--- config.mk ---
export PLATFORM = sky130hd
export DESIGN_NAME = jalr_resolve_ctrl
export DESIGN_NICKNAME = d
export VERILOG_FILES = /design/src/rtl/structs_pkg.sv /design/src/rtl/sat_counter.sv /design/src/rtl/jalr_resolve_ctrl.sv
export SDC_FILE = /design/constraint.sdc
export NUM_CORES = 1
export LEC_CHECK = 0
export CORE_MARGIN = 1.5
export CORE_UTILIZATION = 25
export CTS_CLUSTER_SIZE = 16
export DETAILED_ROUTE_END_ITERATION = 16
export PLACE_DENSITY = 0.51
export SETUP_SLACK_MARGIN = 0.3
export SLEW_MARGIN = 20
export SYNTH_ARGS = -nofsm -noshare
export SYNTH_HDL_FRONTEND = slang
export SYNTH_SLANG_ARGS = --single-unit
--- constraint.sdc ---
create_clock -name clk -period 5.52 [get_ports clk]
set_clock_uncertainty 0.1 [all_clocks]
set_input_delay 1.104 -clock clk [delete_from_list [all_inputs] [get_ports clk]]
set_output_delay 1.104 -clock clk [all_outputs]
set_load 0.01 [all_outputs]
--- src/rtl/structs_pkg.sv ---
// Shared types for the commit-side JALR resolution controller.
// State encoding plus the target-masking helper.
package structs_pkg;

  typedef enum logic [1:0] {
    ST_IDLE,
    ST_WAIT_TGT,
    ST_RESOLVE,
    ST_FLUSH
  } jalr_ctrl_state_t;

  localparam int XLEN = 32;

  // Architectural JALR target: rs1+imm with bit 0 forced low.
  function automatic logic [XLEN-1:0] jalr_target(
    input logic [XLEN-1:0] addr
  );
    return {addr[XLEN-1:1], 1'b0};
  endfunction

endpackage

--- src/rtl/sat_counter.sv ---
// Saturating up-counter used for JALR performance statistics.
// Holds at all-ones instead of wrapping.
module sat_counter #(
  parameter int W = 16
) (
  input  logic         clk,
  input  logic         reset,
  input  logic         inc,
  output logic [W-1:0] count
);

  // Count up on inc, stop at the maximum value.
  always_ff @(posedge clk) begin
    if (reset) begin
      count <= '0;
    end else if (inc && (count != '1)) begin
      count <= count + W'(1);
    end
  end

endmodule

--- src/rtl/jalr_resolve_ctrl.sv ---
// Commit-side JALR resolution FSM: checks the resolved target,
// pops the JALR queue, acks commit and sequences mispredict flushes.
module jalr_resolve_ctrl
  import structs_pkg::*;
#(
  parameter int FLUSH_CYCLES = 2,
  parameter int CNT_W        = 16
) (
  input  logic             clk,
  input  logic             reset,
  input  logic             rob_head_is_jalr,
  input  logic             ext_flush,
  input  logic             head_ready,
  input  logic [31:0]      jalr_actual_address,
  input  logic [31:0]      jalr_taken_address,
  output logic             jalrq_rd_en,
  output logic             jalrq_clear,
  output logic             commit_ack,
  output logic             commit_stall,
  output logic             redirect_valid,
  output logic [31:0]      redirect_pc,
  output logic             flush,
  output logic [CNT_W-1:0] jalr_count,
  output logic [CNT_W-1:0] mispredict_count
);

  localparam logic [3:0] FC_LAST = 4'(FLUSH_CYCLES - 1);

  jalr_ctrl_state_t state, state_n;

  logic [31:0] tgt_q, tgt_n;
  logic [31:0] pred_q, pred_n;
  logic [3:0]  fcnt_q, fcnt_n;

  logic        rd_en_n, clear_n, ack_n;
  logic        rv_n, flush_n;
  logic [31:0] rpc_n;
  logic        inc_jalr, inc_mis;
  logic        cap;
  logic [31:0] tgt_now;

  assign tgt_now = jalr_target(jalr_actual_address);

  // The decision is made at capture so pulses show in the RESOLVE cycle.
  always_comb begin
    state_n  = state;
    tgt_n    = tgt_q;
    pred_n   = pred_q;
    fcnt_n   = fcnt_q;
    rd_en_n  = 1'b0;
    clear_n  = 1'b0;
    ack_n    = 1'b0;
    rv_n     = 1'b0;
    rpc_n    = redirect_pc;
    flush_n  = 1'b0;
    inc_jalr = 1'b0;
    inc_mis  = 1'b0;
    cap      = 1'b0;

    if (ext_flush) begin
      state_n = ST_IDLE;
      clear_n = 1'b1;
      fcnt_n  = '0;
    end else begin
      unique case (state)
        ST_IDLE: begin
          if (rob_head_is_jalr && head_ready) begin
            cap = 1'b1;
          end else if (rob_head_is_jalr) begin
            state_n = ST_WAIT_TGT;
          end
        end
        ST_WAIT_TGT: begin
          if (!rob_head_is_jalr) begin
            state_n = ST_IDLE;
          end else if (head_ready) begin
            cap = 1'b1;
          end
        end
        ST_RESOLVE: begin
          if ((tgt_q != pred_q) && (fcnt_q != '0)) begin
            state_n = ST_FLUSH;
            fcnt_n  = fcnt_q - 4'd1;
            flush_n = 1'b1;
            clear_n = 1'b1;
          end else begin
            state_n = ST_IDLE;
          end
        end
        ST_FLUSH: begin
          if (fcnt_q != '0) begin
            fcnt_n  = fcnt_q - 4'd1;
            flush_n = 1'b1;
            clear_n = 1'b1;
          end else begin
            state_n = ST_IDLE;
          end
        end
      endcase

      if (cap) begin
        tgt_n    = tgt_now;
        pred_n   = jalr_taken_address;
        state_n  = ST_RESOLVE;
        rd_en_n  = 1'b1;
        ack_n    = 1'b1;
        inc_jalr = 1'b1;
        fcnt_n   = '0;
        if (tgt_now != jalr_taken_address) begin
          rv_n    = 1'b1;
          rpc_n   = tgt_now;
          flush_n = 1'b1;
          clear_n = 1'b1;
          inc_mis = 1'b1;
          fcnt_n  = FC_LAST;
        end
      end
    end
  end

  // State, captured targets, flush counter and registered outputs.
  always_ff @(posedge clk) begin
    if (reset) begin
      state          <= ST_IDLE;
      tgt_q          <= '0;
      pred_q         <= '0;
      fcnt_q         <= '0;
      jalrq_rd_en    <= 1'b0;
      jalrq_clear    <= 1'b0;
      commit_ack     <= 1'b0;
      redirect_valid <= 1'b0;
      redirect_pc    <= '0;
      flush          <= 1'b0;
    end else begin
      state          <= state_n;
      tgt_q          <= tgt_n;
      pred_q         <= pred_n;
      fcnt_q         <= fcnt_n;
      jalrq_rd_en    <= rd_en_n;
      jalrq_clear    <= clear_n;
      commit_ack     <= ack_n;
      redirect_valid <= rv_n;
      redirect_pc    <= rpc_n;
      flush          <= flush_n;
    end
  end

  assign commit_stall = (rob_head_is_jalr & ~commit_ack)
                      | (state == ST_FLUSH)
                      | flush;

  sat_counter #(.W(CNT_W)) u_jalr_cnt (
    .clk   (clk),
    .reset (reset),
    .inc   (inc_jalr),
    .count (jalr_count)
  );

  sat_counter #(.W(CNT_W)) u_mis_cnt (
    .clk   (clk),
    .reset (reset),
    .inc   (inc_mis),
    .count (mispredict_count)
  );

endmodule

* Word level (Yosys, flattened, before mapping) *
Index checks and enable logic that the tools add are counted.

storage, ports and cells
  word-level logic and storage cells = 79
  output and inout port bits = 70
  input bits = 69
  bits in registers = 136

operators by class
  add/subtract/negate cells = 3
  reductions and logical operators = 14
  equality and inequality tests = 17
  bitwise operators = 5
  muxes and demuxes = 28

operators with widths
  kind                                                                    count
  32-bit inequality test                                                  2
  16-bit by 1-bit adder with 16-bit output (second input constant)        2
  16-bit inequality test (second input constant)                          2
  3-bit inequality test (second input constant)                           6
  1-bit 2-to-1 mux                                                        15
  2-bit 2-to-1 mux                                                        6
  4-bit 2-to-1 mux                                                        3
  2-bit inequality test (second input constant)                           4
  2-bit one-hot mux with 4 select lines                                   1
  4-bit one-hot mux with 2 select lines                                   1
  4-bit AND reduction                                                     2
  3-bit AND reduction                                                     2
  2-bit equality test (second input constant)                             2
  1-bit logical AND                                                       4
  1-bit one-hot mux with 2 select lines                                   2
  4-bit nonzero test                                                      1
  4-bit by 1-bit subtractor with 4-bit output (second input constant)     1
  3-bit nonzero test                                                      1
  3-bit OR reduction                                                      1
  2-bit by 1-bit equality test with 1-bit output (second input constant)  1
  2-bit logical NOT                                                       1
  1-bit NOT                                                               2
  1-bit bitwise OR                                                        2
  2-bit AND reduction                                                     1
  2 further kinds                                                         2

* Logic depth before layout (Yosys ltp) *
Gate-level depths: netlist (run 1).

  depth in word-level cells = 7
  gate-level depth with buffers = 8
  mapped depth without buffers = 6

* Hierarchy *
Synthesis (run 1) repeated with hierarchy kept, for this count alone.

unflattened totals
  cells, all modules = 759
  area total of the unflattened synthesis = 6454.9 um2

modules (own cells, without submodules)
  module             area each (um2)  sequential area each (um2)  cells an instance  times used
  jalr_resolve_ctrl  4758.3           2082.0                      561                1
  sat_counter        848.3            320.3                       99                 2

* Worst setup path after synthesis (run 1) *
Ideal clock, no wire load.

  path kind = input to register
  start = in ext_flush
  end = reg u_mis_cnt.count[9]
  data required time = 5299 ps
  arrival = 2471 ps
  library setup time = 121 ps
  cell stages on the path = 6
  buffers on the path = 2
  setup slack = 2828 ps
  cell sequence = clkbuf_1 -> and4bb_2 -> o21ai_1 -> buf_2 -> nor4_1 -> mux2_2

between the ends
  cells in the longest elaborated chain, start to end = 2

RTL lines
  what                  line                     text
  from (decl)           jalr_resolve_ctrl.sv:12  input logic ext_flush,
  1-bit 2-to-1 mux      jalr_resolve_ctrl.sv:60  if (ext_flush) begin
  1-bit logical AND     sat_counter.sv:16        end else if (inc && (count != '1)) begin
  to (signal assigned)  sat_counter.sv:17        count <= count + W'(1);
  to (decl)             sat_counter.sv:9         output logic [W-1:0] count

Every way passes these cells.
A chain may end at the register's enable or synchronous reset.

* Final worst setup path (run 1) *
  start = in rob_head_is_jalr
  end = out commit_stall

between the ends
  cells in the longest elaborated chain, start to end = 3

RTL lines
  what               line                      text
  from (decl)        jalr_resolve_ctrl.sv:11   input logic rob_head_is_jalr,
  1-bit bitwise AND  jalr_resolve_ctrl.sv:148  assign commit_stall = (rob_head_is_jalr & ~commit_ack)
  1-bit bitwise OR   jalr_resolve_ctrl.sv:149  | (state == ST_FLUSH)
  1-bit bitwise OR   jalr_resolve_ctrl.sv:150  | flush;
  to (decl)          jalr_resolve_ctrl.sv:19   output logic commit_stall,

Every way passes these cells.

==> impl_metrics.py, run 1 <==
metrics = {
    "run_status": {
        "status": "finished, final reports clean",
    },
    "floorplan": {
        "coreArea_um2": 22700,
        "initial_utilization_pct": 25.5,
        "chipHeight_um": 155,
        "die_area_um2": 24100,
        "floorplan.io_pins": 139,
        "fp-row-count": 55,
        "die_x_um": 155,
    },
    "flow_run": {
        "max_cap_viol_count": 0,
    },
    "placement": {
        "finalWeightedCongestion": 0.739,
        "place_inst": 1056,
        "port_buffers": 136,
        "dpl_wire_length_um": 11300,
    },
    "synth": {
        "synth_top_family_by_area": "simple AND/OR/NAND/NOR gates",
        "yosys.area_share.simple_pct": 20.6,
        "yosysWarningCount": 0,
        "synth_cell_type_count": 48,
        "synthTopCellsByCount": "sky130_fd_sc_hd__nand2_1, sky130_fd_sc_hd__dfxtp_1, sky130_fd_sc_hd__a21oi_1, sky130_fd_sc_hd__xnor2_1, sky130_fd_sc_hd__xor2_1",
        "synth_top_area_share_pct": 47.0,
        "syn-mean-instance-area_um2": 8.64,
        "post-synth-top-count-cell": "sky130_fd_sc_hd__nand2_1",
        "synthesis.nets": 743,
        "synthArstFlopShare_pct": 0,
        "synth_cells": 671,
        "netlist_top_cells_area": "sky130_fd_sc_hd__dfxtp_1, sky130_fd_sc_hd__nand2_1, sky130_fd_sc_hd__a21oi_1",
        "synth_enable_flop_cells": 0,
        "post_synthesis_xor_xnor_area_fraction_pct": 11.5,
        "synth_seq_cells": 136,
        "largest_area_contributor_in_the_synthesized_netlist": "sky130_fd_sc_hd__dfxtp_1",
        "synthAdderAreaFrac_pct": 0.648,
        "synthMuxAreaShare_pct": 0.712,
        "synthesis.area_um2": 5800,
        "ys.flop_type": "sky130_fd_sc_hd__dfxtp_1",
        "synth-seq-area-share_pct": 47.0,
        "synth_compound_area_share_pct": 15.2,
    },
    "setup_path": {
        "worstReg2RegStart": "u_mis_cnt.count[6]",
        "critPathKind": "input pin to output pin",
        "critical-path-max-stage-delay_ps": 570,
        "startpoint_type": "input pin",
        "critPathTopFamily": "buffers and inverters",
        "critical_path.slowest_cell": "sky130_fd_sc_hd__clkdlybuf4s50_1",
        "cp-startpoint": "rob_head_is_jalr",
        "chain_of_cells_forming_the_critical_path": "clkdlybuf4s50_1 -> inv_1 -> o21ai_0 -> clkdlybuf4s50_1",
        "cp.required_ps": 4320,
        "timing.critical_path.buf_inv": 3,
        "top_cell_by_count_worst_path": "sky130_fd_sc_hd__clkdlybuf4s50_1",
        "critical_path.max_fanout": 3,
        "timing.critical_path.arrival_ps": 2380,
        "type_of_destination_of_the_critical_path": "output pin",
    },
    "detailed_routing": {
        "routedWlPerCell_um": 15.1,
        "post-route-drc-count": 0,
        "detailroute.via_count": 4903,
        "detailedRoute.firstIterationViolations": 178,
        "firstDrtPassIters": 4,
        "drt-vias-per-instance": 4.51,
        "detail_route.wirelength_um": 16400,
        "detail-route-antenna-nets": 0,
    },
    "clock_tree": {
        "cts-htree-levels": 4,
        "cts-buffers-inserted": 17,
        "cts-root-buf": "sky130_fd_sc_hd__clkbuf_16",
        "clock_sink_count": 136,
        "post_cts.resized_instances": 0,
        "tritoncts": "built",
        "clock_latency_ps": 420,
        "clkSlewWorstSetupHoldPaths_ps": 60,
        "max-clock-path-buffers": 2,
        "post-cts-setup-buffer-count": 0,
        "ctsHoldBuffers": 0,
    },
    "finish": {
        "stdcell_count": 1086,
        "layout-drive-gt1-share_pct": 5.62,
        "diodes": 0,
        "finish.utilization_pct": 35.1,
        "layout-area-overhead-vs-synth_pct": 37.7,
        "finish.net_count": 862,
    },
    "timing": {
        "slew_headroom_pct": 50.4,
        "max_freq_mhz": 279,
        "finalHoldWorstSlack_ps": 352,
        "tns_ps": 0,
        "report.final.setup_viol": 0,
        "maxSlewViolCount": 0,
        "time_the_final_worst_path_needs_with_i_o_delays_and_setup_ps": 3580,
        "rsz_0062_raised_after_global_routing": "false",
        "post-route-period-util_pct": 64.9,
        "worst_pin_slew_ps": 745,
        "final-hold-violation-count": 0,
    },
    "grt": {
        "grt_use_total_pct": 14.0,
        "grt_first_pass_wirelength_um": 26000,
        "via_count_of_the_first_global_routing_pass": 4746,
        "grt_overflow": 0,
        "antenna_found_initial": 0,
        "grt_max_degree": 65,
    },
    "power": {
        "p_leak_nw": 2.68,
        "total_power_w": 0.00247,
        "power.density_nw_per_um2": 309,
        "worst_ir_drop_vdd_mv": 0.169,
    },
    "min_path": {
        "worst_hold_path_type": "flop to flop",
        "hp-start": "pred_q[0]",
    },
}
==> routing by layer <==
layer  routed length [um]  GRT usage [%]  vias to the layer above
met5                    0              0                        -
met4                  161           4.04                        0
met3                  644           3.70                        9
met2                 7490           22.4                       80
met1                 8140           18.6                     2263
li1                     -              -                     2551
==> per-stage QoR <==
stage	worst slack (ps)	area [um^2]
finish	1940	7980
global route	1890	7980
CTS	1930	7980
detailed placement	1620	7360
global placement	1590	7360
floorplan	2830	5800
==> path summary, 6_finish.rpt <==
check / to / slack [ps] / depth (start not counted)
worst max register to register: u_mis_cnt.count[8] / 3100 / 6
worst min-delay path: pred_q[0] / 350 / 2
worst min register to register: pred_q[0] / 350 / 2
worst max-delay path: commit_stall / 1940 / 4
==> power breakdown <==
| part | total (W) | internal (W) | switching (W) |
|---|---|---|---|
| Combinational | 0.000217 | 0.000105 | 0.000112 |
| Clock | 0.00123 | 0.000780 | 0.000446 |
| Sequential | 0.00102 | 0.00101 | 0.0000160 |
==> area by class of cell <==
class / instances / area (um^2)
clock buffer: 20 / 457
clock inverter: 10 / 168
fill: 2374 / 14700
inverter: 11 / 41.3
multi-input combinational: 482 / 2830
sequential: 136 / 2720
tap: 285 / 357
timing repair buffer: 142 / 1400
==> sequential cells by signal, indices dropped and copies added, names as in the netlist <==
signal,count
u_mis_cnt.count,16
redirect_pc,31
state,2
redirect_valid,1
pred_q,32
tgt_q,31
commit_ack,1
flush,1
u_jalr_cnt.count,16
jalrq_clear,1
fcnt_q,4
==> worst register-to-register path: stages (launching register included) <==
cell and delay, ps:
sky130_fd_sc_hd__dfxtp_1 480, sky130_fd_sc_hd__nand4_1 220, sky130_fd_sc_hd__or2_1 320, sky130_fd_sc_hd__nor3_2 620, sky130_fd_sc_hd__or2_1 330, sky130_fd_sc_hd__or4_1 150, sky130_fd_sc_hd__a21oi_1 60
==> cells by family after synthesis <==
| kind of cell | count (synthesis) |
|---|---|
| adder cells (fa/ha/maj) | 3 |
| flip-flops | 136 |
| buffers and inverters | 53 |
| AND/OR/NAND/NOR | 257 |
| XOR/XNOR | 76 |
| multiplexers | 4 |
| other | 1 |
| AO/OA/AOI/OAI | 141 |
==> cells in the final DEF, fill, tap and decap left out, types with 4 or more instances in the layout <==
cell type	instances
sky130_fd_sc_hd__nor4_1	13
sky130_fd_sc_hd__o31ai_1	7
sky130_fd_sc_hd__nand4_1	15
sky130_fd_sc_hd__nand2_1	140
sky130_fd_sc_hd__inv_1	11
sky130_fd_sc_hd__buf_4	7
sky130_fd_sc_hd__bufinv_16	4
sky130_fd_sc_hd__o21ai_0	8
sky130_fd_sc_hd__nand3_1	14
sky130_fd_sc_hd__or3_1	8
sky130_fd_sc_hd__nor2_1	28
sky130_fd_sc_hd__dfxtp_1	136
sky130_fd_sc_hd__clkbuf_16	17
sky130_fd_sc_hd__nor3_1	10
sky130_fd_sc_hd__a22o_1	30
sky130_fd_sc_hd__clkdlybuf4s50_1	135
sky130_fd_sc_hd__a21oi_1	81
sky130_fd_sc_hd__or4_1	7
sky130_fd_sc_hd__xnor2_1	40
sky130_fd_sc_hd__and4_1	4
sky130_fd_sc_hd__xor2_1	36
(Power assumes the default switching activity.)
==> run 2, diff against run 1 <==
==> constraint.sdc (replaced) <==
create_clock -name clk -period 3.5 [get_ports clk]
set_clock_uncertainty 0.1 [all_clocks]
set_input_delay 0.7 -clock clk [delete_from_list [all_inputs] [get_ports clk]]
set_output_delay 0.7 -clock clk [all_outputs]
set_load 0.01 [all_outputs]
==> run 2 against run 1 <==
Net effect:
- register-to-register slack worse by 2000 ps
- largest power group unchanged
- clock power increased by 57%
- via count is 1.3% higher
- hold slack better by 3.2 ps
- largest cell class unchanged
==> impl_metrics.py, run 2 (synthesis results as in run 1) <==
metrics = {
    "grt": {
        "antenna_found_initial": 0,
        "grt_first_pass_wirelength_um": 26600,
        "grt_overflow": 0,
        "grt_max_degree": 64,
        "via_count_of_the_first_global_routing_pass": 4829,
        "grt_use_total_pct": 14.3,
    },
    "setup_path": {
        "critical_path.max_fanout": 21,
        "critPathKind": "input pin to flop",
        "worstReg2RegStart": "u_mis_cnt.count[6]",
        "type_of_destination_of_the_critical_path": "flop",
        "timing.critical_path.arrival_ps": 3100,
        "cp-startpoint": "jalr_actual_address[19]",
        "cp.required_ps": 3760,
        "startpoint_type": "input pin",
    },
    "timing": {
        "max_freq_mhz": 353,
        "report.final.setup_viol": 0,
        "maxSlewViolCount": 0,
        "rsz_0062_raised_after_global_routing": "false",
        "worst_pin_slew_ps": 732,
        "time_the_final_worst_path_needs_with_i_o_delays_and_setup_ps": 2830,
        "post-route-period-util_pct": 81.0,
        "slew_headroom_pct": 50.8,
        "tns_ps": 0,
        "finalHoldWorstSlack_ps": 355,
        "final-hold-violation-count": 0,
    },
    "finish": {
        "largest_register_ffs": 32,
        "final_cell_mix": "sky130_fd_sc_hd__nand2_1, sky130_fd_sc_hd__dfxtp_1, sky130_fd_sc_hd__clkdlybuf4s50_1",
        "largest-register": "pred_q",
        "finish.net_count": 876,
        "layout-drive-gt1-share_pct": 7.34,
        "largestRegisters": "pred_q x32, redirect_pc x31, tgt_q x31",
        "diodes": 0,
        "layout-area-overhead-vs-synth_pct": 40.0,
        "most_common_cell_after_layout_fill_and_taps_aside": "sky130_fd_sc_hd__nand2_1",
        "stdcell_count": 1102,
        "finish.instance_area_um2": 8120,
    },
    "floorplan": {
        "initial_utilization_pct": 25.5,
        "fp-row-count": 55,
        "die_x_um": 155,
        "coreArea_um2": 22700,
        "chipHeight_um": 155,
        "floorplan.io_pins": 139,
        "die_area_um2": 24100,
    },
    "detailed_routing": {
        "detail-route-antenna-nets": 0,
        "met2WireLength_um": 7750,
        "detail_route.wirelength_um": 16900,
        "routedWlPerCell_um": 15.3,
        "met1Wirelength_um": 8210,
        "drt-vias-per-instance": 4.51,
        "post-route-drc-count": 0,
        "firstDrtPassIters": 4,
        "detailroute.via_count": 4967,
        "topRoutingLayerUsed": "met4",
        "detailedRoute.firstIterationViolations": 195,
        "met3_wire_len_um": 749,
    },
    "clock_tree": {
        "clkSlewWorstSetupHoldPaths_ps": 60,
        "post_cts.resized_instances": 0,
        "cts-buffers-inserted": 17,
        "ctsHoldBuffers": 0,
        "clock_sink_count": 136,
        "cts-htree-levels": 4,
        "tritoncts": "built",
        "cts-root-buf": "sky130_fd_sc_hd__clkbuf_16",
        "post-cts-setup-buffer-count": 0,
        "clock_latency_ps": 420,
        "max-clock-path-buffers": 2,
    },
    "power": {
        "p_leak_nw": 2.75,
        "worst_ir_drop_vdd_mv": 0.268,
        "power.density_nw_per_um2": 481,
        "total_power_w": 0.00390,
    },
    "placement": {
        "dpl_wire_length_um": 11700,
        "finalWeightedCongestion": 0.731,
        "place_area_um2": 7490,
        "place_inst": 1070,
        "port_buffers": 136,
    },
    "min_path": {
        "worst_hold_path_type": "flop to flop",
        "hp-start": "pred_q[0]",
    },
    "flow_run": {
        "max_cap_viol_count": 0,
    },
    "run_status": {
        "status": "finished, final reports clean",
    },
}
## run 2: per-stage QoR
| stage | setup WS, ps | utilization, % |
|---|---|---|
| 2_1_floorplan | 1210 | - |
| 3_3_place_gp | 221 | 33.0 |
| 3_5_place_dp | 173 | 33.0 |
| 4_1_cts | 602 | 35.7 |
| 5_1_grt | 549 | 35.7 |
| 6_report | 666 | 35.7 |
## run 2: where the power goes
part	internal, W	switching (W)
clock	0.00123	0.000700
sequential	0.00159	0.0000262
combinational	0.000177	0.000180
## run 2: final timing paths
check	slack [ps]	end	depth (start not counted)
worst max register to register	1070	u_mis_cnt.count[6]	6
worst min-delay path	350	pred_q[0]	2
worst min register to register	350	pred_q[0]	2
worst max-delay path	670	redirect_pc[11]	9
## run 2: layer usage
metal	global-route usage, %	vias up
met5	0	-
met3	3.76	11
met2	23.2	90
met1	18.7	2286
met4	4.08	0
li1	-	2580
## run 2: final cells by class
| class | count | area [um^2] |
|---|---|---|
| Clock buffer | 21 | 460 |
| Clock inverter | 11 | 170 |
| Fill cell | 2383 | 14600 |
| Inverter | 11 | 41.3 |
| Multi-Input combinational cell | 482 | 2830 |
| Sequential cell | 136 | 2720 |
| Tap cell | 285 | 357 |
| Timing Repair Buffer | 156 | 1530 |
## run 2: worst max-delay path: stages
cell,delay (ps)
sky130_fd_sc_hd__clkdlybuf4s50_1,460
sky130_fd_sc_hd__xor2_1,160
sky130_fd_sc_hd__nor4_1,410
sky130_fd_sc_hd__buf_4,180
sky130_fd_sc_hd__nand4_1,160
sky130_fd_sc_hd__or2_1,330
sky130_fd_sc_hd__a21oi_2,300
sky130_fd_sc_hd__buf_12,220
sky130_fd_sc_hd__a22o_1,160
==> run 3, diff against run 2 <==
==> constraint.sdc (replaced) <==
create_clock -name clk -period 2.7 [get_ports clk]
set_clock_uncertainty 0.1 [all_clocks]
set_input_delay 0.54 -clock clk [delete_from_list [all_inputs] [get_ports clk]]
set_output_delay 0.54 -clock clk [all_outputs]
set_load 0.01 [all_outputs]
==> run 3 against run 2 <==
Net effect:
- first-iteration DRC count increased by 51%
- clock-buffer cell count decreased by 4
- global-route usage increased by 1.1 points
- non-clock buffer count increased by 60
- via count increased by 6.4%
- design area increased by 8.2%
- critical path type unchanged
==> impl_metrics.py, run 3 (synthesis results as in run 1) <==
metrics = {
    "floorplan": {
        "coreArea_um2": 22700,
        "floorplan.io_pins": 139,
        "initial_utilization_pct": 25.5,
        "fp-row-count": 55,
        "chipHeight_um": 155,
        "die_area_um2": 24100,
        "die_x_um": 155,
    },
    "power": {
        "worst_ir_drop_vdd_mv": 0.366,
        "p_leak_nw": 3.20,
        "power_switching_share_pct": 27.4,
        "sequentialPowerShare_pct": 42.8,
        "p_switching_w": 0.00134,
        "intPower_w": 0.00355,
        "share_comb_of_total_power_pct": 11.4,
        "power.density_nw_per_um2": 556,
        "p_clk_share_pct": 45.8,
    },
    "timing": {
        "finalWorstSetupSlack_ps": 325,
        "worst_pin_slew_ps": 722,
        "tns_ps": 0,
        "post-route-period-util_pct": 87.9,
        "time_the_final_worst_path_needs_with_i_o_delays_and_setup_ps": 2370,
        "maxSlewViolCount": 0,
        "rsz_0062_raised_after_global_routing": "true",
        "finalHoldWorstSlack_ps": 270,
        "max_freq_mhz": 421,
        "report.final.setup_viol": 0,
        "slew_headroom_pct": 51.9,
        "final-hold-violation-count": 0,
    },
    "grt": {
        "grt_max_degree": 64,
        "via_count_of_the_first_global_routing_pass": 5153,
        "antenna_found_initial": 2,
        "grt_first_pass_wirelength_um": 28200,
        "grt_use_met1_pct": 19.9,
        "grt_use_total_pct": 15.4,
        "grt_use_met2_pct": 25.3,
        "groute.layer.met3.usage_pct": 4.26,
        "grt_overflow": 0,
        "busiest_layer": "met2",
    },
    "finish": {
        "seq_area_um2": 2720,
        "largest-register": "pred_q",
        "multi_input_comb_area_um2": 3020,
        "final_cell_mix": "sky130_fd_sc_hd__nand2_1, sky130_fd_sc_hd__dfxtp_1, sky130_fd_sc_hd__a21oi_1",
        "most_common_cell_after_layout_fill_and_taps_aside": "sky130_fd_sc_hd__nand2_1",
        "finish.net_count": 936,
        "fillerInstances": 2339,
        "diodes": 0,
        "layout-drive-gt1-share_pct": 18.6,
        "largest_register_ffs": 32,
        "largestRegisters": "pred_q x32, redirect_pc x31, tgt_q x31",
        "stdcell_count": 1162,
        "layout-area-overhead-vs-synth_pct": 51.5,
        "finish.utilization_pct": 38.7,
    },
    "clock_tree": {
        "clock_sink_count": 136,
        "tritoncts": "built",
        "cts-root-buf": "sky130_fd_sc_hd__clkbuf_16",
        "cts-htree-levels": 4,
        "ctsHoldBuffers": 0,
        "clkSlewWorstSetupHoldPaths_ps": 70,
        "clock_latency_ps": 430,
        "max-clock-path-buffers": 2,
        "cts-buffers-inserted": 17,
    },
    "detailed_routing": {
        "drt-vias-per-instance": 4.55,
        "routedWlPerCell_um": 15.8,
        "firstDrtPassIters": 4,
        "detailedRoute.firstIterationViolations": 294,
        "detail-route-antenna-nets": 0,
        "detailroute.via_count": 5287,
        "detail_route.wirelength_um": 18400,
        "post-route-drc-count": 0,
    },
    "setup_path": {
        "timing.critical_path.arrival_ps": 2590,
        "startpoint_type": "input pin",
        "reg2reg_to": "fcnt_q[0]",
        "chain_of_cells_forming_the_critical_path": "dlygate4sd2_1 -> xor2_1 -> nor4_2 -> buf_4 -> nand4_1 -> or2_4 -> buf_6 -> and2_4 -> buf_12 -> buf_12 -> a22o_1",
        "type_of_destination_of_the_critical_path": "flop",
        "critPathTopFamily": "simple AND/OR/NAND/NOR gates",
        "top_cell_by_count_worst_path": "sky130_fd_sc_hd__buf_12",
        "critical_path.max_fanout": 6,
        "critical-path-max-stage-delay_ps": 310,
        "critPathKind": "input pin to flop",
        "critical_path.slowest_cell": "sky130_fd_sc_hd__or2_4",
        "worst-path-stages": 11,
        "cp.required_ps": 2910,
        "r2r_slack_ps": 580,
        "worstReg2RegStart": "pred_q[5]",
        "timing.critical_path.buf_inv": 5,
        "r2r.worst_path.cells": 7,
    },
    "min_path": {
        "hp-start": "jalr_taken_address[8]",
        "hold-path-endpoint": "pred_q[8]",
        "whs_path_depth": 3,
        "worst_hold_path_type": "input pin to flop",
    },
    "placement": {
        "finalWeightedCongestion": 0.769,
        "detailedPlace.worstSlack_ps": -342,
        "place_inst": 1119,
        "port_buffers": 136,
        "dpl_wire_length_um": 12100,
    },
    "run_status": {
        "status": "finished, final reports clean",
    },
    "flow_run": {
        "max_cap_viol_count": 0,
    },
}
-- run 3: worst max path at each step --
stage                                  startpoint  slack [ps]                 end
final                       jalr_taken_address[4]         330     redirect_pc[19]
after detailed placement  jalr_actual_address[20]        -340     redirect_pc[11]
after global placement      jalr_taken_address[6]        -320      redirect_pc[6]
after CTS                 jalr_actual_address[24]         300  u_mis_cnt.count[8]
after global routing        jalr_taken_address[6]         270     redirect_pc[16]
after floorplan                         ext_flush         570  u_mis_cnt.count[9]
-- run 3: area by class of cell --
type	count	area share (%)
Clock buffer	17	4.84
Sequential cell	136	31.0
Inverter	11	0.470
Multi-Input combinational cell	482	34.4
Clock inverter	15	1.51
Tap cell	285	4.06
Timing Repair Buffer	216	23.8
-- run 3: layer usage --
metal / up-vias / part of all wire [%]
met1: 2477 / 47
met4: 2 / 0.83
li1: 2691 / -
met5: - / 0.065
met2: 102 / 48
met3: 15 / 4.1
-- run 3: metrics by stage --
stage	cell area [um^2]	power [W]
detailed placement	7890	0.00267
CTS	8700	0.00495
global route	8780	0.00509
finish	8780	0.00489
floorplan	5800	0.00234
global placement	7890	0.00267
-- run 3: timing repair --
item                                    CTS  global route
resized for setup                       120            35
setup buffers                             6             0
pin swaps                                18            23
endpoints found under the setup margin   47            31
gates cloned                              4             1
-- run 3: power groups by stage --
stage / Sequential, W / Clock, W / Combinational [W]
floorplan: 0.00214 / 0 / 0.000202
global placement: 0.00214 / 0 / 0.000534
detailed placement: 0.00214 / 0 / 0.000531
CTS: 0.00209 / 0.00231 / 0.000551
global route: 0.00210 / 0.00239 / 0.000605
finish: 0.00209 / 0.00224 / 0.000556
-- run 3: tightest hold or removal path, delay by kind of cell --
family                 cells  cell delay [ps]
buffers and inverters      1              110
and+or+nand+nor            1               60
AOI/OAI and AO/OA          1               50
